## config.mk

```make
export PLATFORM = sky130hd
export DESIGN_NAME = signal_sync_bank_flat
export DESIGN_NICKNAME = d
export VERILOG_FILES = /design/src/rtl/signal_sync_bank_if.sv /design/src/rtl/signal_sync_bank.sv /design/src/flat_wrapper.sv
export SDC_FILE = /design/constraint.sdc
export NUM_CORES = 1
export LEC_CHECK = 0
export ABC_AREA = 1
export CAP_MARGIN = 20
export CORE_MARGIN = 8
export CORE_UTILIZATION = 54
export DETAILED_ROUTE_END_ITERATION = 10
export GPL_TIMING_DRIVEN = 0
export PLACE_DENSITY = 0.78
export SYNTH_ARGS = -nofsm -noshare
export SYNTH_HDL_FRONTEND = slang
export SYNTH_SLANG_ARGS = --single-unit
```

## constraint.sdc

```tcl
create_clock -name clk -period 1.26 [get_ports clk]
set_input_delay 0.252 -clock clk [delete_from_list [all_inputs] [get_ports clk]]
set_output_delay 0.252 -clock clk [all_outputs]
set_load 0.02 [all_outputs]
```

## src/rtl/signal_sync_bank_if.sv

```systemverilog
// Bundle of the per-channel async inputs and the synchronised outputs.
interface signal_sync_bank_if #(
    parameter int NCH = 4
);
    logic [NCH-1:0] async_in;
    logic [NCH-1:0] sync_out;
    logic [NCH-1:0] rise_pls;
    logic [NCH-1:0] fall_pls;
    logic           chg_any;

    modport master (
        output async_in,
        input  sync_out,
        input  rise_pls,
        input  fall_pls,
        input  chg_any
    );

    modport slave (
        input  async_in,
        output sync_out,
        output rise_pls,
        output fall_pls,
        output chg_any
    );
endinterface

```

## src/rtl/signal_sync_bank.sv

```systemverilog
// Multi-channel level synchroniser with an optional per-channel glitch filter.
// The filter also produces one-cycle rise/fall pulses.
// Quasi-static single-bit controls only; bits of a bus are not kept coherent.
module signal_sync_bank #(
    parameter int             NCH      = 4,
    parameter int             STAGES   = 3,
    parameter logic [NCH-1:0] RST_VAL  = {NCH{1'b1}},
    parameter int             FILT_W   = 4,
    parameter int             FILT_LEN = 0
) (
    input  logic                clk,
    input  logic                rstn,
    signal_sync_bank_if.slave   sb
);

    // FILT_LEN 0 and 1 both update on the first disagreeing edge.
    localparam int                TC_INT = (FILT_LEN > 1) ? FILT_LEN - 1 : 0;
    localparam logic [FILT_W-1:0] TC     = FILT_W'(TC_INT);

    if (STAGES < 2 || STAGES > 4) begin : g_bad_stages
        $error("signal_sync_bank: STAGES must be in 2..4");
    end
    if (FILT_LEN >= (1 << FILT_W)) begin : g_bad_filt
        $error("signal_sync_bank: FILT_LEN must be below 2**FILT_W");
    end

    (* async_reg = "true" *) logic [NCH-1:0] r_chain [STAGES];
    logic [NCH-1:0] w_raw;
    logic [NCH-1:0] w_upd;
    logic [NCH-1:0] r_sync;
    logic [NCH-1:0] r_rise;
    logic [NCH-1:0] r_fall;
    logic           r_chg;

    // Plain flop chain, nothing between stages.
    always_ff @(posedge clk or negedge rstn) begin
        if (!rstn) begin
            for (int s = 0; s < STAGES; s++) r_chain[s] <= RST_VAL;
        end else begin
            r_chain[0] <= sb.async_in;
            for (int s = 1; s < STAGES; s++) r_chain[s] <= r_chain[s-1];
        end
    end

    assign w_raw = r_chain[STAGES-1];

    for (genvar ch = 0; ch < NCH; ch++) begin : g_ch
        logic [FILT_W-1:0] r_cnt;

        // Sync_out takes raw once raw has disagreed for the terminal count of edges.
        assign w_upd[ch] = (w_raw[ch] != r_sync[ch]) && (r_cnt == TC);

        // Count consecutive disagreeing cycles; any agreement restarts the count.
        always_ff @(posedge clk or negedge rstn) begin
            if (!rstn) begin
                r_cnt <= '0;
            end else if (w_raw[ch] == r_sync[ch] || r_cnt == TC) begin
                r_cnt <= '0;
            end else begin
                r_cnt <= r_cnt + 1'b1;
            end
        end
    end

    // Output level and edge pulses register together, so each pulse lands in the cycle the level changes.
    always_ff @(posedge clk or negedge rstn) begin
        if (!rstn) begin
            r_sync <= RST_VAL;
            r_rise <= '0;
            r_fall <= '0;
            r_chg  <= 1'b0;
        end else begin
            r_sync <= r_sync ^ w_upd;
            r_rise <= w_upd & w_raw;
            r_fall <= w_upd & ~w_raw;
            r_chg  <= |w_upd;
        end
    end

    assign sb.sync_out = r_sync;
    assign sb.rise_pls = r_rise;
    assign sb.fall_pls = r_fall;
    assign sb.chg_any  = r_chg;

endmodule

```

## src/flat_wrapper.sv

```systemverilog
// flat-port wrapper written by rule: the top's interface ports become plain ports
module signal_sync_bank_flat 
#(
    parameter int             NCH      = 4,
    parameter int             STAGES   = 3,
    parameter logic [NCH-1:0] RST_VAL  = {NCH{1'b1}},
    parameter int             FILT_W   = 4,
    parameter int             FILT_LEN = 0
)
  (clk, rstn, sb_async_in, sb_sync_out, sb_rise_pls, sb_fall_pls, sb_chg_any);
  signal_sync_bank_if #(.NCH(NCH)) sb_i ();
  input  logic clk;
  input  logic rstn;
  input wire logic [$bits(sb_i.async_in)-1:0] sb_async_in;
  output wire logic [$bits(sb_i.sync_out)-1:0] sb_sync_out;
  output wire logic [$bits(sb_i.rise_pls)-1:0] sb_rise_pls;
  output wire logic [$bits(sb_i.fall_pls)-1:0] sb_fall_pls;
  output wire logic [$bits(sb_i.chg_any)-1:0] sb_chg_any;
  assign sb_i.async_in = sb_async_in;
  assign sb_sync_out = sb_i.sync_out;
  assign sb_rise_pls = sb_i.rise_pls;
  assign sb_fall_pls = sb_i.fall_pls;
  assign sb_chg_any = sb_i.chg_any;
  signal_sync_bank #(.NCH(NCH), .STAGES(STAGES), .RST_VAL(RST_VAL), .FILT_W(FILT_W), .FILT_LEN(FILT_LEN)) u_core (.clk(clk), .rstn(rstn), .sb(sb_i));
endmodule
```

==> results.rst <==
.. list-table::
   :header-rows: 1

   * - Metric
     - Value
   * - Run status
     - complete, but fails checks
   * - Violations in the final reports
     - hold timing, setup timing
   * - Proportion of netlist area held by the largest area contributor
     - a little under two fifths
   * - Worst min-delay path class
     - input pin to asynchronous set/reset pin
   * - I/O Buffers
     - 18
   * - Share of the core filled with cells in the final layout
     - about 65%
   * - Largest family of logic cells by synthesized area
     - simple AND/OR/NAND/NOR gates
   * - Netlist area before placement
     - about 1700 um^2
   * - Total Routing Usage GR
     - between 10% and 20%
   * - Height of the chip
     - a little over 70 um
   * - Post-detail-place hpwl
     - 1950 um
   * - Slowest Stage Delay on Critical Path
     - approximately 0.57 ns
   * - Area fraction in compound gates after synthesis
     - between 1 and 1.5%
   * - Worst rel slew slack
     - 42.6%
   * - First-pass GRT wire length
     - 4530 um
   * - Biggest fanout along the worst timing path
     - 3
   * - Predominant post-synthesis flop cell
     - sky130_fd_sc_hd__dfrtp_1
   * - Number of synthesized flops with an enable pin
     - 0
   * - Total congestion overflow
     - 0
   * - Synthesized-area fraction occupied by xor and xnor cells
     - ~2.1%
   * - Cell type contributing the most total cell area after synthesis
     - sky130_fd_sc_hd__dfrtp_1
   * - Antenna fix cells
     - 0
   * - Final Hold Fails
     - 7
   * - First DRT Iteration DRCs
     - 62
   * - Wire length per cell
     - 11.9 um
   * - Type of origin of the critical path
     - register
   * - Latest clock arrival within the worst-skew pair
     - between 0.3 and 0.4 ns
   * - Detailed-routing iteration count for the pre-antenna-repair pass
     - 4
   * - Top post-synthesis cells by area
     - sky130_fd_sc_hd__dfrtp_1 38%, sky130_fd_sc_hd__dfstp_2 25%, sky130_fd_sc_hd__inv_1 6.8%, sky130_fd_sc_hd__nor2_1 6.8%, sky130_fd_sc_hd__ha_1 6.0%
   * - CTS buffer count
     - 5
   * - Power Dens Cells
     - approximately 1300 nW/um^2
   * - Top cells by instance count after synthesis
     - 30 x sky130_fd_sc_hd__inv_1, 30 x sky130_fd_sc_hd__nor2_1, 25 x sky130_fd_sc_hd__dfrtp_1, 19 x sky130_fd_sc_hd__nand2_1, 16 x sky130_fd_sc_hd__dfstp_2
   * - CP max-delay cell
     - sky130_fd_sc_hd__dfstp_2
   * - TritonCTS clock tree
     - yes
   * - Wirelength, routed
     - 2630 um
   * - Area share of and/or/nand/nor cells after synthesis
     - between 20% and 30%
   * - Num rows
     - 20
   * - Count of distinct cell types in the synthesized netlist
     - 14
   * - Fraction of final layout cells with drive strength greater than 1
     - around 30%
   * - Max-slew violation count
     - 0
   * - List of cells traversed by the critical path
     - buf_6
   * - Slew @ Worst Pin
     - approximately 0.86 ns
   * - Mux cell area share after synthesis
     - 0%
   * - Worst Path Arrival
     - between 1 and 1.5 ns
   * - Synthesis-to-layout area growth
     - 17.6%
   * - Unrepaired setup endpoints after global routing
     - true
   * - Dpl ws
     - -0.124 ns
   * - Worst slack on hold paths
     - -0.00654 ns
   * - Leakage power figure
     - between 0.9 and 1 nW
   * - # setup viols final
     - 3
   * - Initial Util
     - 55.4%
   * - DRC
     - 0
   * - Total number of H-tree levels
     - 2
   * - Area of the core
     - between 3000 and 4000 um^2
   * - Bufs and invs on worst path
     - 1
   * - Required time reported for the critical path endpoint
     - a little over 1 ns
   * - Min Clock Period, post-route
     - between 1 and 1.5 ns
   * - Worst path setup slack after routing
     - -0.0383 ns
   * - DR vias
     - 1090
   * - Total of max-cap violations
     - 0
   * - Synthesized area per cell
     - approximately 10 um^2
   * - CTS clk-pin slew, worst paths
     - 0.13 ns
   * - Buffers from clock root to sink, at most
     - 2
   * - Endpoint type of the worst setup path
     - primary output
   * - Total number of yosys warnings
     - 0
   * - Critical path class
     - register to primary output
   * - Number of instances in the synthesized netlist
     - 160
   * - Die area
     - 5110 um^2
   * - Clk sink count
     - between 40 and 50
   * - Residual antenna-violating net count after detailed routing
     - 0
   * - Final Non-Filler Cells
     - about 220
   * - Portion of the post-synthesis area used by sequential elements
     - 62.9%
   * - Post-route clock skew
     - ~0.02 ns
   * - Top-level I/O count
     - 19
   * - Fraction of registers with async set/reset
     - 100%
   * - Summed negative setup slack over all endpoints
     - -0.0619 ns
   * - Final period util
     - 103%
   * - Root Buffer Master
     - sky130_fd_sc_hd__clkbuf_4
   * - Flop and latch count out of synthesis
     - ~40
   * - Category of cells accounting for the largest share of critical-path delay
     - flip-flops
   * - Maximum vdd ir drop
     - around 800 uV
   * - Via count of the first global-routing pass
     - about 1100
   * - Peak Freq
     - roughly 770 MHz
   * - Antenna violations before repair
     - 0
   * - Largest net degree at the start of global routing
     - 42
   * - Area share of fa/ha/maj cells after synthesis
     - 6.02%
   * - Synthesized netlist net count
     - approximately 170
   * - Fin nets
     - between 200 and 250
   * - Final RePlAce weighted congestion
     - about 0.74
   * - Die outline width
     - roughly 70 um
   * - Post-Place Cells
     - around 210
   * - Drt via density
     - 4.93
[area by class of cell]
| cell class | count | area [um^2] |
|---|---|---|
| multi-input combinational | 87 | 497 |
| fill | 248 | 1050 |
| inverter | 32 | 120 |
| timing repair buffer | 20 | 163 |
| sequential | 41 | 1050 |
| clock buffer | 6 | 51.3 |
| tap | 33 | 41.3 |
| clock inverter | 2 | 37.5 |
[repair_timing]
action,CTS,global route
gates resized for setup,52,6
hold buffers,0,0
gates cloned,0,0
setup endpoints to repair,13,10
setup buffers,2,0
[worst paths after layout]
check,slack [ns],depth (start not counted),to
hold / removal,-0.007,1,u_core.g_ch[0].r_cnt[2]
setup / recovery,-0.04,1,sb_sync_out[3]
max in group asynchronous,0.72,1,u_core.sb.fall_pls[0]
setup reg to reg,0.12,7,u_core.sb.chg_any
hold reg to reg,0.36,0,u_core.r_chain[5]
min in group clk,0.29,1,u_core.r_chain[8]
[per-layer routing]
layer	share of wire (%)	global-route usage [%]	routed length [um]	up-vias
met5	0	0	0	-
met4	1.3	4.76	34	0
met3	4.5	6.14	118	4
met2	55	20.5	1460	22
met1	39	10.7	1020	529
li1	-	-	-	535
[report_power, final]
group | internal [mW] | switching (mW)
sequential | 1.38 | 0.0198
clock | 0.471 | 0.423
combinational | 0.0587 | 0.0990
[cells by family after synthesis]
logic type	count (synthesis)
xor+xnor	4
buf+inv	32
simple gates	71
compound gates	4
fa+ha+maj	8
flops	41
[placed cells by master, fill, tap and decap left out, drive strengths merged]
cell type and count:
clkdlybuf4s50 4, ha 8, nand3 8, nor2 30, buf 14, clkinvlp 1
clkbuf 6, dfstp 16, inv 32, nand2 25, bufinv 1, dfrtp 25
nor3 8, clkdlybuf4s15 2, o21ai 4, xnor2 4
[metrics by stage]
step / power, mW / instance area [um^2]
final: 2.45 / 1960
after global routing: 2.56 / 1960
after CTS: 2.49 / 1990
after detailed placement: 1.59 / 1880
after global placement: 1.59 / 1880
after floorplan: 1.49 / 1660
[flip-flops by register name, summed over array words and instances (netlist names), named ones only]
| signal | cells |
|---|---|
| u_core.g_ch.r_cnt | 16 |
| u_core.r_chain | 8 |
| u_core.sb.fall_pls | 4 |
| u_core.sb.rise_pls | 4 |
| u_core.w_raw | 4 |
| u_core.sb.chg_any | 1 |
No activity file was read; power rests on OpenSTA's default activity.
